<file path="config.mk">
export PLATFORM = sky130hd
export DESIGN_NAME = pc_stall_ctrl
export DESIGN_NICKNAME = d
export VERILOG_FILES = /design/src/rtl/pc_stall_ctrl.sv
export SDC_FILE = /design/constraint.sdc
export NUM_CORES = 1
export LEC_CHECK = 0
export CORE_UTILIZATION = 31
export CTS_CLUSTER_SIZE = 12
export DETAILED_ROUTE_END_ITERATION = 10
export PLACE_DENSITY = 0.7
export RECOVER_POWER = 100
export SLEW_MARGIN = 20
export SYNTH_ARGS = -nofsm -noshare
export SYNTH_HDL_FRONTEND = slang
export SYNTH_SLANG_ARGS = --single-unit
export TNS_END_PERCENT = 100
</file>
<file path="constraint.sdc">
create_clock -name i_clk -period 2 [get_ports i_clk]
set_input_delay 0.6 -clock i_clk [delete_from_list [all_inputs] [get_ports i_clk]]
set_output_delay 0.6 -clock i_clk [all_outputs]
set_load 0.01 [all_outputs]
</file>
<file path="src/rtl/pc_stall_ctrl.sv">
// rtl/pc_stall_ctrl.sv - pipeline PC/IF-ID stall, flush and MDU hold control
// Optional stall-cycle counter port enabled by defining PC_STALL_CNT_EN.
module pc_stall_ctrl #(
    parameter int MDU_LAT = 4
) (
    input  logic        i_clk,
    input  logic        i_reset,
    input  logic [4:0]  i_id_rs,
    input  logic [4:0]  i_id_rt,
    input  logic        i_id_uses_rt,
    input  logic        i_ex_memread,
    input  logic [4:0]  i_ex_rt,
    input  logic        i_mdu_start,
    input  logic        i_branch_taken,
    output logic        o_no_change_pc,
    output logic        o_ifid_write,
    output logic        o_ifid_flush,
    output logic        o_idex_bubble,
    output logic        o_ex_hold,
    output logic        o_mdu_busy
`ifdef PC_STALL_CNT_EN
    ,
    output logic [31:0] o_stall_cycles
`endif
);

    localparam logic [0:0] RUN      = 1'b0;
    localparam logic [0:0] MDU_WAIT = 1'b1;

    // Counter reloads one short so MDU_WAIT lasts exactly MDU_LAT cycles.
    localparam logic [3:0] CNT_LOAD = 4'(MDU_LAT - 1);

    logic [0:0] state;
    logic [3:0] cnt;
    logic       load_use;

    assign load_use = i_ex_memread & (i_ex_rt != 5'd0) &
                      ((i_ex_rt == i_id_rs) | (i_id_uses_rt & (i_ex_rt == i_id_rt)));

    always_comb begin
        o_no_change_pc = 1'b0;
        o_ifid_write   = 1'b1;
        o_ifid_flush   = 1'b0;
        o_idex_bubble  = 1'b0;
        o_ex_hold      = 1'b0;
        o_mdu_busy     = 1'b0;
        if (i_reset) begin
            o_ifid_flush  = 1'b1;
            o_idex_bubble = 1'b1;
        end else if (state == MDU_WAIT) begin
            o_no_change_pc = 1'b1;
            o_ifid_write   = 1'b0;
            o_ex_hold      = 1'b1;
            o_mdu_busy     = 1'b1;
        end else if (i_branch_taken) begin
            // Flush wins over a load-use stall: the stalled instruction is discarded anyway.
            o_ifid_flush  = 1'b1;
            o_idex_bubble = 1'b1;
        end else if (load_use) begin
            o_no_change_pc = 1'b1;
            o_ifid_write   = 1'b0;
            o_idex_bubble  = 1'b1;
        end
    end

    always_ff @(posedge i_clk) begin
        if (i_reset) begin
            state <= RUN;
            cnt   <= 4'd0;
        end else begin
            case (state)
                RUN: begin
                    if (i_mdu_start) begin
                        state <= MDU_WAIT;
                        cnt   <= CNT_LOAD;
                    end
                end
                MDU_WAIT: begin
                    if (cnt == 4'd0) begin
                        state <= RUN;
                    end else begin
                        cnt <= cnt - 4'd1;
                    end
                end
                default: begin
                    state <= RUN;
                    cnt   <= 4'd0;
                end
            endcase
        end
    end

`ifdef PC_STALL_CNT_EN
    logic [31:0] stall_cnt;

    always_ff @(posedge i_clk) begin
        if (i_reset) begin
            stall_cnt <= 32'd0;
        end else if (o_no_change_pc && (stall_cnt != 32'hFFFF_FFFF)) begin
            stall_cnt <= stall_cnt + 32'd1;
        end
    end

    assign o_stall_cycles = stall_cnt;
`endif

endmodule

</file>
# Yosys cells after proc, flatten, opt, wreduce, memory -nomap -nowiden
# Index checks and enable logic that the tools add are counted.
[totals]
register_bits = 5
word_cells = 37
latch_bits = 0
n_memories = 0
ramBits = 0
mem_bits_ro = 0
inputBits = 21
output_inout_bits = 6
[classes]
eq_ne = 4
addsub = 1
n_lt_le_gt_ge = 0
shift = 0
bitwise_logic = 5
multipliers = 0
div_mod_pow = 0
muxes = 22
n_reduce_logical = 3
[ops]
columns = ["op", "n"]
rows = [
  ["$mux 1", 18],
  ["$eq 5x5->1", 2],
  ["$mux 4", 2],
  ["$pmux 4 s2", 1],
  ["$reduce_bool 5->1", 1],
  ["$logic_not 4->1", 1],
  ["$ne 2x2->1 const B", 2],
  ["$sub 4x1->4 const B", 1],
  ["$and 1x1->1", 3],
  ["$pmux 1 s2", 1],
  ["$reduce_and 2->1", 1],
  ["$not 1->1", 1],
  ["$or 1x1->1", 1],
]

# Depth between registers and ports, before layout
[depth]
word_depth = 8
depth_mapped = 6
depth_no_buf = 6

# Worst setup path before layout
# Ideal clock, no wire load.
[synth_path]
kind = "input-to-output"
start = "input port i_ex_rt[3]"
end = "output port o_idex_bubble"
t_arrival_ns = 1.540
path_buffers = 0
setup_slack_ns = -0.140
cell_stages = 4
required_time_ns = 1.400
cell_sequence = "xor2_1 -> nor4_2 -> a32oi_1 -> o31ai_1"
[synth_between]
elab_chain_cells = 8
elab_cells_between_ends = 11
cone_classes = "2 x eq/ne; 4 x mux; 4 x bitwise; 1 x reduce/logical"
[synth_rtl]
columns = ["element", "line_no", "source"]
rows = [
  ["start, declared", "12", "input logic [4:0] i_ex_rt,"],
  ["$eq 5x5->1", "38", "((i_ex_rt == i_id_rs) | (i_id_uses_rt & (i_ex_rt == i_id_rt)));"],
  ["$and 1x1->1", "38", ""],
  ["$or 1x1->1", "38", ""],
  ["$and 1x1->1 *", "37", "assign load_use = i_ex_memread & (i_ex_rt != 5'd0) &"],
  ["$mux 1 *", "59", "end else if (load_use) begin"],
  ["$mux 1 *", "55", "end else if (i_branch_taken) begin"],
  ["$mux 1 *", "50", "end else if (state == MDU_WAIT) begin"],
  ["$mux 1 *", "47", "if (i_reset) begin"],
  ["end, declared", "18", "output logic o_idex_bubble,"],
]
# Every way passes the cells marked *; elsewhere a longest branch is shown, timed or not.

# Final worst setup path
[layout_path]
start = "input port i_id_rt[3]"
end = "output port o_ifid_write"
[layout_between]
elab_chain_cells = 8
[layout_rtl]
columns = ["element", "line_no", "source"]
rows = [
  ["start, declared", "9", "input logic [4:0] i_id_rt,"],
  ["$eq 5x5->1", "38", ""],
  ["$and 1x1->1", "38", ""],
  ["$or 1x1->1", "38", ""],
  ["$and 1x1->1", "37", ""],
  ["$mux 1", "59", ""],
  ["$mux 1", "55", ""],
  ["$mux 1", "50", ""],
  ["$mux 1", "47", ""],
  ["end, declared", "16", "output logic o_ifid_write,"],
]
# No other way between the ends.

==> flow_summary.yaml <==
worst_setup_path:
  crit_end_element: "output pin"
  critical_path_class: "input port to output pin"
  timing.critical_path.from_type: "input port"
  path_buf_inv: 2
  path_cells: "buf_6 > xor2_2 > nor4_2 > a32oi_2 > o31a_1 > buf_2"
  crit_path_max_fanout: 3
  timing.rr.start: "cnt[0]"
  timing.critical_path.slowest_cell_delay_ns: 0.32
  critPathSlowestCell: "nor4_2"
  cp_data_required_time_ns: 1.40
  timing_startpoint_of_the_critical_path: "i_id_rt[3]"
  arrival_ns: 1.76
  crit_family: "compound AO/OA/AOI/OAI gates"
drt:
  met2RoutedLength_um: 575
  drt-pass1-iter-count: 4
  routed_antenna_nets: 0
  routed_wire_length_per_instance_um: 11.5
  route.met3.wl_um: 48
  detail_route.drc_violations: 0
  via_count_of_the_routed_design: 488
  detail_route.vias_per_cell: 4.78
  routed_wirelength_um: 1180
  drt-initial-drc-count: 7
  wl_met1_um: 530
  maxUsedRoutingLayer: "met4"
grt:
  grt_max_degree: 7
  grt_remaining_overflow: 0
  vias_in_the_first_global_route: 457
  antenna_violations_before_repair: 0
  grt_pass1_wl_um: 1890
  grt_usage_pct: 19.3
floorplan:
  die_h_um: 38.7
  io-pin-count: 27
  die-area_sq_um: 1500
  die_width_um: 38.7
  effective_utilization_at_floorplan_pct: 35.7
  std_cell_rows: 12
  placeable_core_area_sq_um: 1170
timing:
  setup_violations: 3
  post-route-worst-setup-slack_ns: -0.362
  maxSlewHeadroom_pct: 76.9
  timing.final.hold_violations: 0
  final.min_clock_period_ns: 2.36
  period_share_pct: 118
  worstMarginPinSlew_ns: 0.346
  rsz0062_at_grt: "true"
  totalNegativeSetupSlack_ns: -1.06
  fin_worst_skew_ns: 0.00960
  final_max_slew_viol_count: 0
  max_clock_freq_ghz: 0.423
yosys:
  postSynthCellCount: 51
  seq_area_frac_synth_pct: 24.0
  mappedNetlistNets: 73
  synth.lib_cells_used.distinct: 25
  yosys_register_bits: 5
  post_synth_instance_area_sq_um: 418
  avgSynthCellArea_sq_um: 8.19
  yosys_warnings: 0
finish:
  final_layout_size_suffix_gt1_share_pct: 38.6
  syn_to_final_growth_pct: 91.9
  design.final.nets: 111
  filler_cell_count: 100
  post-route-cell-area_sq_um: 802
  instances_no_fill: 102
  n_antenna_cell: 0
  final_util_pct: 68.5
place:
  place_congestion: 0.774
  instance_area_after_placement_sq_um: 769
  placement.io_buffers: 26
  placed_cells: 97
  placement.setup.worst_slack_ns: -1.16
  detailed_place_hpwl_um: 961
cts:
  clk_transition_reported_paths_ns: 0.05
  cts_buffer_depth: 2
  clock_tree.root_cell: "clkbuf_4"
  clkLatencyLatePin_ns: 0.25
  clkSinkCount: 5
  cts_htree_levels: 1
  tritoncts: "built"
  numCtsBuffers: 3
  holdBufCountCts: 0
power_and_ir_drop:
  ir_drop_mv: 0.515
  power_leakage_uw: 0.000393
  pwr_density_cell_nw_per_um2: 486
status:
  failed_checks: "negative setup slack"
  outcome: "finished with violations"
flow_run:
  drv.max_cap_violation_count: 0
min_path:
  hp-start: "cnt[2]"
  hold_path.class: "register to register"
[worst paths after layout]
check,to,slack (ns),cells past startpoint
setup / recovery,o_ifid_write,-0.36,6
hold / removal,cnt[2],0.49,2
setup reg to reg,cnt[0],0.52,6
hold reg to reg,cnt[2],0.49,2
[worst min-delay path, stage by stage, from the launching register on]
cell and delay [ns]:
dfxtp_1 0.33, nand2_1 0.06, a21oi_1 0.05
[cells in the mapped netlist (all sizes together)]
| cell | number | share of area [%] |
|---|---|---|
| o31ai | 2 | 3.6 |
| inv | 5 | 4.5 |
| nor2b | 1 | 1.5 |
| buf | 1 | 1.8 |
| a21oi | 2 | 2.4 |
| nand2 | 1 | 0.90 |
| nor3b | 1 | 1.8 |
| nor3 | 5 | 6.0 |
| nor2 | 4 | 3.6 |
| o21ba | 1 | 2.4 |
| xor2 | 9 | 19 |
| mux2i | 1 | 2.4 |
| nand2b | 1 | 1.5 |
| a211oi | 2 | 3.6 |
| o31a | 1 | 2.1 |
| nand4b | 1 | 2.1 |
| ha | 1 | 3.0 |
| a21o | 1 | 1.8 |
| a32oi | 1 | 2.1 |
| nor4 | 1 | 3.0 |
| xnor2 | 1 | 2.1 |
| dfxtp | 5 | 24 |
| or4 | 1 | 1.8 |
| o21ai | 2 | 3.3 |
[through the flow]
stage / hold slack [ns] / total power [uW]
after floorplan: 0.447 / 188
after global placement: 0.479 / 272
after detailed placement: 0.484 / 275
after CTS: 0.491 / 388
after global routing: 0.527 / 418
final: 0.488 / 390
[cell usage in the layout, fill, tap and decap left out, types with 3 or more instances in the layout]
cell type	synthesis	final
dlygate4sd2_1	0	8
xor2_1	9	7
buf_2	0	7
buf_4	1	7
inv_1	5	5
nor3_1	5	5
dfxtp_1	5	5
buf_6	0	5
nor2_1	4	4
clkbuf_4	0	4
dlymetal6s2s_1	0	3
[power breakdown]
| part | internal [uW] | total (uW) | switching, uW |
|---|---|---|---|
| combinational | 83.8 | 151 | 67.6 |
| sequential | 109 | 116 | 6.99 |
| clock | 75.7 | 123 | 47.0 |
| total | 268 | 390 | 122 |
[layer usage]
layer / up-vias / track usage [%]
met2: 12 / 28.3
met3: 5 / 6.94
li1: 255 / -
met5: - / 0
met4: 0 / 10.3
met1: 216 / 24.2
[cells by family after synthesis]
| group | share of synthesized area [%] |
|---|---|
| compound gates | 21.3 |
| xor+xnor | 21.0 |
| fa+ha+maj | 2.99 |
| buf+inv | 6.29 |
| flops | 24.0 |
| mux | 2.40 |
| simple gates | 22.2 |
[flip-flops by register name, indices dropped and copies added (netlist names)]
| signal | flops |
|---|---|
| state | 1 |
| cnt | 4 |
[final cells by class]
type	count	area, sq um	share of cell area [%]
sequential	5	100	12.5
multi-input combinational	40	350	43.7
inverter	5	18.8	2.34
clock buffer	4	26.3	3.28
tap	14	17.5	2.18
timing repair buffer	34	289	36.0
[what timing repair did]
| item | in CTS | in global routing |
|---|---|---|
| endpoints found under the setup margin | 6 | 4 |
| gates resized for setup | 56 | 13 |
| setup buffers | 0 | 1 |
| pin swaps | 11 | 7 |
No activity file was read; power rests on OpenSTA's default activity.
